### config.mk
export PLATFORM = sky130hd
export DESIGN_NAME = reg_file
export DESIGN_NICKNAME = d
export VERILOG_FILES = /design/src/rtl/reg_file.sv
export SDC_FILE = /design/constraint.sdc
export NUM_CORES = 2
export LEC_CHECK = 0
export CORE_ASPECT_RATIO = 1.75
export CORE_MARGIN = 10
export CORE_UTILIZATION = 35
export CTS_BUF_LIST = sky130_fd_sc_hd__clkbuf_8
export CTS_CLUSTER_SIZE = 24
export DETAILED_ROUTE_END_ITERATION = 6
export HOLD_SLACK_MARGIN = 0.05
export PLACE_DENSITY = 0.6
export SETUP_SLACK_MARGIN = 0.02
export SYNTH_ARGS = -nofsm -noshare
export SYNTH_HDL_FRONTEND = slang
export SYNTH_SLANG_ARGS = --single-unit
### constraint.sdc
create_clock -name clk -period 5.57 [get_ports clk]
set_input_delay 1.114 -clock clk [delete_from_list [all_inputs] [get_ports clk]]
set_output_delay 1.114 -clock clk [all_outputs]
set_load 0.02 [all_outputs]
### src/rtl/reg_file.sv
`default_nettype none
// ============================================================================
// Module   : reg_file
// Purpose  : Architectural register file with rename tracking. Each register
//            holds a value, a "referenced" bit and the ROB tag of the pending
//            producer. Reads are combinational with commit bypass.
// Revision : 1.0 - initial release
// ============================================================================
module reg_file #(
    parameter int ROB_ADDR_WIDTH = 4
) (
    input  logic                      clk,
    input  logic                      rst,
    input  logic                      flush,
    input  logic                      read_en_1,
    input  logic [4:0]                read_addr_1,
    output logic                      read_is_ref_1,
    output logic [31:0]               read_data_1,
    input  logic                      read_en_2,
    input  logic [4:0]                read_addr_2,
    output logic                      read_is_ref_2,
    output logic [31:0]               read_data_2,
    input  logic                      write_en,
    input  logic [4:0]                write_addr,
    input  logic [ROB_ADDR_WIDTH-1:0] write_rob_id,
    input  logic                      commit_en,
    input  logic [4:0]                commit_addr,
    input  logic [ROB_ADDR_WIDTH-1:0] commit_rob_id,
    input  logic [31:0]               commit_data,
    output logic [5:0]                ref_count
);

    logic [31:0]               values [32];
    logic [31:0]               ref_bits;
    logic [ROB_ADDR_WIDTH-1:0] tags   [32];

    // A rename is only honoured for a real register and when not flushing.
    logic rename_ok;
    // Commit value write happens for any non-zero destination.
    logic commit_wr;
    // Commit matches the youngest pending producer of its register.
    logic commit_hit;
    // The matching commit actually clears the ref bit (no same-cycle rename).
    logic commit_clears;
    // A rename that turns an unreferenced register into a referenced one.
    logic count_inc;

    assign rename_ok     = write_en && (write_addr != 5'd0) && !flush;
    assign commit_wr     = commit_en && (commit_addr != 5'd0);
    assign commit_hit    = commit_wr && ref_bits[commit_addr]
                           && (tags[commit_addr] == commit_rob_id);
    assign commit_clears = commit_hit && !(rename_ok && (write_addr == commit_addr));
    assign count_inc     = rename_ok && !ref_bits[write_addr];

    // Storage update: commit writes the value, rename takes precedence on ref/tag.
    always_ff @(posedge clk or negedge rst) begin
        if (!rst) begin
            for (int i = 0; i < 32; i++) begin
                values[i] <= '0;
                tags[i]   <= '0;
            end
            ref_bits <= '0;
        end else begin
            if (commit_wr) begin
                values[commit_addr] <= commit_data;
            end
            if (flush) begin
                ref_bits <= '0;
            end else begin
                if (commit_clears) begin
                    ref_bits[commit_addr] <= 1'b0;
                end
                if (rename_ok) begin
                    ref_bits[write_addr] <= 1'b1;
                    tags[write_addr]     <= write_rob_id;
                end
            end
        end
    end

    // Running count of referenced registers, kept in step with ref_bits.
    always_ff @(posedge clk or negedge rst) begin
        if (!rst) begin
            ref_count <= '0;
        end else if (flush) begin
            ref_count <= '0;
        end else if (count_inc && !commit_clears) begin
            if (ref_count < 6'd31) begin
                ref_count <= ref_count + 6'd1;
            end
        end else if (commit_clears && !count_inc) begin
            if (ref_count != 6'd0) begin
                ref_count <= ref_count - 6'd1;
            end
        end
    end

    // Two identical combinational read ports; same-cycle renames are invisible.
    for (genvar p = 0; p < 2; p++) begin : g_read_port
        logic        en;
        logic [4:0]  addr;
        logic        is_ref;
        logic [31:0] data;

        assign en   = (p == 0) ? read_en_1   : read_en_2;
        assign addr = (p == 0) ? read_addr_1 : read_addr_2;

        // Select stored value, bypassed commit data or zero-extended tag.
        always_comb begin
            is_ref = 1'b0;
            data   = 32'd0;
            if (rst && en && (addr != 5'd0)) begin
                if (!ref_bits[addr]) begin
                    data = values[addr];
                end else if (commit_en && (commit_addr == addr)
                             && (tags[addr] == commit_rob_id)) begin
                    data = commit_data;
                end else begin
                    is_ref = 1'b1;
                    data   = 32'(tags[addr]);
                end
            end
        end
    end

    assign read_is_ref_1 = g_read_port[0].is_ref;
    assign read_data_1   = g_read_port[0].data;
    assign read_is_ref_2 = g_read_port[1].is_ref;
    assign read_data_2   = g_read_port[1].data;

endmodule
`default_nettype wire

; Word level (Yosys, flattened, before mapping)
; Cells that the tools add are included.
[word_totals]
word_cells = 186
regBits = 1190
output_inout_bits = 72
in_bits = 67
[op_classes]
mux = 54
n_reduce_logical = 36
n_lt_le_gt_ge = 13
bitwise_logic = 8
n_eq_ne = 7
addsub = 2
[ops]
columns = op, n
row1 = $bwmux 1024, 1
row2 = $mux 32, 15
row3 = $bmux 32 s5, 2
row4 = $demux 32 s5, 1
row5 = $bwmux 128, 1
row6 = $bmux 4 s5, 3
row7 = $and 32x32->32, 1
row8 = $not 32->32, 1
row9 = $or 32x32->32, 1
row10 = $mux 6, 5
row11 = $mux 4, 7
row12 = $ge 6x6->1 const B, 4
row13 = $lt 5x6->1 const B, 4
row14 = $not 5->6, 4
row15 = $logic_and 1x1->1, 22
row16 = $bmux 1 s5, 4
row17 = $demux 4 s5, 1
row18 = $reduce_bool 5->1, 4
row19 = $eq 5x5->1, 3
row20 = $eq 4x4->1, 3
row21 = $lt 6x1->1 const B, 2
row22 = $mux 1, 12
row23 = $demux 1 s5, 2
row24 = $ge 5x1->1 const B, 2
row25 = 10 further kinds, 15

; Logic depth before layout (Yosys ltp)
[depth]
word_depth = 12
mapped_depth = 19
ltp_nobuf = 16

; Worst setup path after synthesis
; OpenSTA, ideal clock, no wires.
[synth_path]
kind = input-to-output
startpoint = input read_addr_1[0]
endpoint = output read_data_1[14]
cell_stages = 11
arrival_ns = 3.813
path_buffers = 5
slack_ns = 0.643
path_cell_list = buf_4 > buf_4 > buf_4 > buf_4 > buf_1 > mux4_2 > mux4_2 > mux2i_1 > nor2_1 > a31oi_1 > nor2_1
[synth_between]
elab_chain_cells = 9
[synth_rtl]
columns = element, line
row1 = from (decl), 16  ; input logic [4:0] read_addr_1,
row2 = $not 5->6 (implied by the code), "114, 116"
row3 = $bmux 4 s5, 116  ; && (tags[addr] == commit_rob_id)) begin
row4 = $mux 4 (implied by the code) (2 in a row), 116
row5 = $eq 4x4->1, 116
row6 = $logic_and 1x1->1, 116
row7 = $mux 32, 115  ; end else if (commit_en && (commit_addr == addr)
row8 = $mux 32, 113  ; if (!ref_bits[addr]) begin
row9 = $mux 32 *, 112  ; if (rst && en && (addr != 5'd0)) begin
row10 = to (decl), 18  ; output logic [31:0] read_data_1,
; Mark *: on every way between the ends. The rest lies on a longest branch, timed or not. The select of a mux whose other input is x is not followed.

; Final worst setup path
[layout_path]
startpoint = input read_addr_1[1]
endpoint = output read_data_1[2]
[layout_between]
elab_chain_cells = 9
[layout_rtl]
columns = element, line
row1 = $not 5->6 (implied by the code), "114, 116, 120"
row2 = $bmux 4 s5, "116, 120"
row3 = $mux 4 (implied by the code) (2 in a row), "116, 120"
row4 = $eq 4x4->1, 116
row5 = $logic_and 1x1->1, 116
row6 = $mux 32, 115
row7 = $mux 32, 113
row8 = $mux 32 *, 112
; Marks and branches as above.

==> flow_summary.ini <==
[floorplanning]
io_pins = 139
initial_core_util = 0.353
core.rowCount = 211
core-area_mm2 = 0.189
die_x_um = 350
die_y_um = 597
die-area_mm2 = 0.209

[synth]
ys_seq_elements = 1190
ys_top_cells_by_area = dfrtp_1 (45%), mux4_2 (20%), mux2_2 (19%)
ys_warn_count = 0
synth.avg_cell_area_um2 = 14.1
yosysSeqAreaShare = 0.447
synth_most_common_cell = dfrtp_1
yosys.area.top_type = dfrtp_1
synth_enable_flop_cells = 0
yosys-top-cells-count = dfrtp_1 (1190), mux2_2 (1116), mux4_2 (584)
synth_area_mm2 = 0.0667
synth_top_cell_area_share = 0.447
synthCells = 4719
synth_async_sr_flop_share = 1.00
ys_types = 77
synth_nets = 4791
synth_flop_cell = dfrtp_1

[global_routing]
grt_overflow_total = 0
grtUsageMet2 = 0.372
grt_pass1_vias = 49000
track_usage = 0.226
grtUsageMet1 = 0.273
grt-busiest-layer = met2
grt_pass1_wl_um = 347000
grt_max_degree = 172
grt_use_met3 = 0.0417
antenna_found_initial = 7

[setup_path]
rr_worst_depth = 19
cp.buffers_inverters = 7
cp_top_family = buffers and inverters
worst_path_max_delay_cell = clkdlybuf4s50_1
cp_num_cells = 13
start_kind = input pin
worst_setup_path_startpoint = read_addr_1[1]
crit_required_ns = 4.46
critPathKind = input pin to output port
setup.worst_path.end = read_data_1[2]
arrival_ns = 4.34
rr_endpoint = ref_count[5]$_DFFE_PN0P_
reg2reg_from = tags[20]$_DFFE_PN0P_
cp-end-kind = output port
slowest_delay_ns = 0.62
r2r_slack_ns = 1.73
crit_fanout = 19
crit_chain = buf_8 > buf_12 > buf_12 > mux4_2 > mux4_2 > nand2_1 > nand2_2 > inv_1 > buf_4 > o211ai_1 > a31oi_1 > buf_4 > clkdlybuf4s50_1

[drt]
wl_per_cell_um = 31.9
first_iter_violations = 4393
ant_nets = 0
viasPerCell = 6.11
dr_total_vias = 45800
drt-pass1-iter-count = 7
wirelength_um = 239000
drc_errors = 0

[finish]
syn2layout_area_growth_pct = 14.8
post-route-util = 0.405
drive_gt1_frac = 0.485
instances_no_fill = 7489
final_net_count = 4963
finish.instance_area_mm2 = 0.0765

[placement]
gp_congestion = 0.912
portBuffers = 138
dp_hpwl_um = 150000
placed_cells = 7151
place_area_mm2 = 0.0727

[sta]
finalSetupViolations = 0
max_freq_mhz = 183
timing.final.crit_share = 0.980
final.setup.tns_ns = 0
maxSlewHeadroom = 0.0837
clock_skew_ns = 0.0201
hold_viol_final = 0
final.min_clock_period_ns = 5.46
final_max_slew_viol_count = 0
rsz0062_at_grt = yes
worstMarginPinSlew_ns = 1.37

[power]
max-vdd-ir-drop_mv = 0.161
p_leak_nw = 33.1
p_switching_w = 0.00720
total_power_w = 0.0244
intPower_w = 0.0172
switching_share = 0.295
p_comb_frac = 0.227
pwr-share-clk = 0.309
p_per_area_mw_per_mm2 = 319
p_seq_frac = 0.464

[clocking]
ctsHoldBuffers = 0
clk_latency_ns = 0.94
cts.sinks = 1190
clk_pin_slew_ns = 0.07
clock-root-buffer = clkbuf_8
cts_buffer_depth = 3
cts_tree = built
numCtsBuffers = 185
htreeDepth = 4

[run_status]
outcome = finished clean

[run]
cap_violations = 0

[worst_hold_path]
hp-class = input pin to async pin
==> power groups by stage <==
| stage | clock, W | combinational, W | sequential [W] |
|---|---|---|---|
| after floorplan | 0 | 0.00399 | 0.0111 |
| after global placement | 0 | 0.00546 | 0.0113 |
| after detailed placement | 0 | 0.00556 | 0.0115 |
| after CTS | 0.00772 | 0.00556 | 0.0113 |
| after global routing | 0.00807 | 0.00591 | 0.0115 |
| final | 0.00754 | 0.00554 | 0.0113 |
==> final cells by class <==
| cell class | count | area [µm²] |
|---|---|---|
| Antenna cell | 4 | 10.0 |
| Clock buffer | 238 | 3280 |
| Clock inverter | 94 | 445 |
| Fill cell | 17600 | 113000 |
| Inverter | 27 | 115 |
| Multi-Input combinational cell | 2996 | 34900 |
| Sequential cell | 1190 | 29800 |
| Tap cell | 2449 | 3060 |
| Timing Repair Buffer | 491 | 4960 |
==> through the flow <==
stage | setup WS, ns | hold WS, ns
floorplan | 0.643 | 0.441
global placement | -0.181 | 0.376
detailed placement | -0.129 | 0.383
CTS | 0.0396 | 0.0520
global route | 0.0122 | 0.0822
finish | 0.112 | 0.0944
==> worst min-delay path by stage <==
stage | from | end | slack, ns | cells past startpoint
floorplan | values[1000]$_DFFE_PN0P_ | values[1000]$_DFFE_PN0P_ | 0.44 | 1
global placement | values[997]$_DFFE_PN0P_ | values[997]$_DFFE_PN0P_ | 0.38 | 0
detailed placement | values[997]$_DFFE_PN0P_ | values[997]$_DFFE_PN0P_ | 0.38 | 0
CTS | rst | ref_bits[12]$_DFF_PN0_ | 0.05 | 1
global route | rst | ref_bits[14]$_DFF_PN0_ | 0.08 | 1
finish | rst | ref_bits[14]$_DFF_PN0_ | 0.09 | 1
==> cells in the final DEF (no fill, tap or decap), types with 7 or more instances in the layout <==
master and count:
mux2_2 1116, dlymetal6s2s_1 22, o211a_1 7, buf_4 294, nand2b_1 11, a211oi_1 23
a21oi_1 106, nand3_1 28, mux2i_1 277, nand2_1 159, buf_12 70, and3_1 7
a31oi_1 27, o21ai_0 62, o211ai_1 11, clkinv_2 18, a22oi_1 58, nor2_4 27
nor3_1 18, inv_1 85, o41ai_1 8, xnor2_1 18, a221oi_1 73, clkbuf_8 238
dlygate4sd2_1 24, nor2_1 141, a311oi_1 8, nor4_1 11, dfrtp_1 1190, clkdlybuf4s50_1 69
mux4_2 584, o22ai_1 39, o2111ai_1 11, nor2_2 18, a21oi_2 17, nor2b_1 17
xor2_1 9
==> sequential cells by signal, indices dropped and copies added, names as in the netlist <==
register / flops
ref_bits: 32
ref_count: 6
tags: 128
values: 1024
==> per-layer routing <==
| layer | wire length, µm | share of wire |
|---|---|---|
| met1 | 91700 | 0.38 |
| met4 | 16300 | 0.068 |
| met5 | 20 | 0.000084 |
| met2 | 116000 | 0.49 |
| met3 | 14800 | 0.062 |
==> kinds of logic after synthesis <==
kind of cell	Yosys count	share of synthesized area
AOI/OAI and AO/OA	483	0.0498
xor gates and xnor gates	27	0.00355
adders and majority gates	5	0.00105
buffers and inverters	533	0.0353
DFF	1190	0.447
muxes	1986	0.430
and+or+nand+nor	495	0.0339
==> timing repair <==
item | 4_1_cts | 5_1_grt
gates resized for setup | 31 | 26
gates cloned | 0 | 1
setup buffers | 0 | 1
endpoints found under the setup margin | 37 | 26
(Power assumes the default switching activity.)
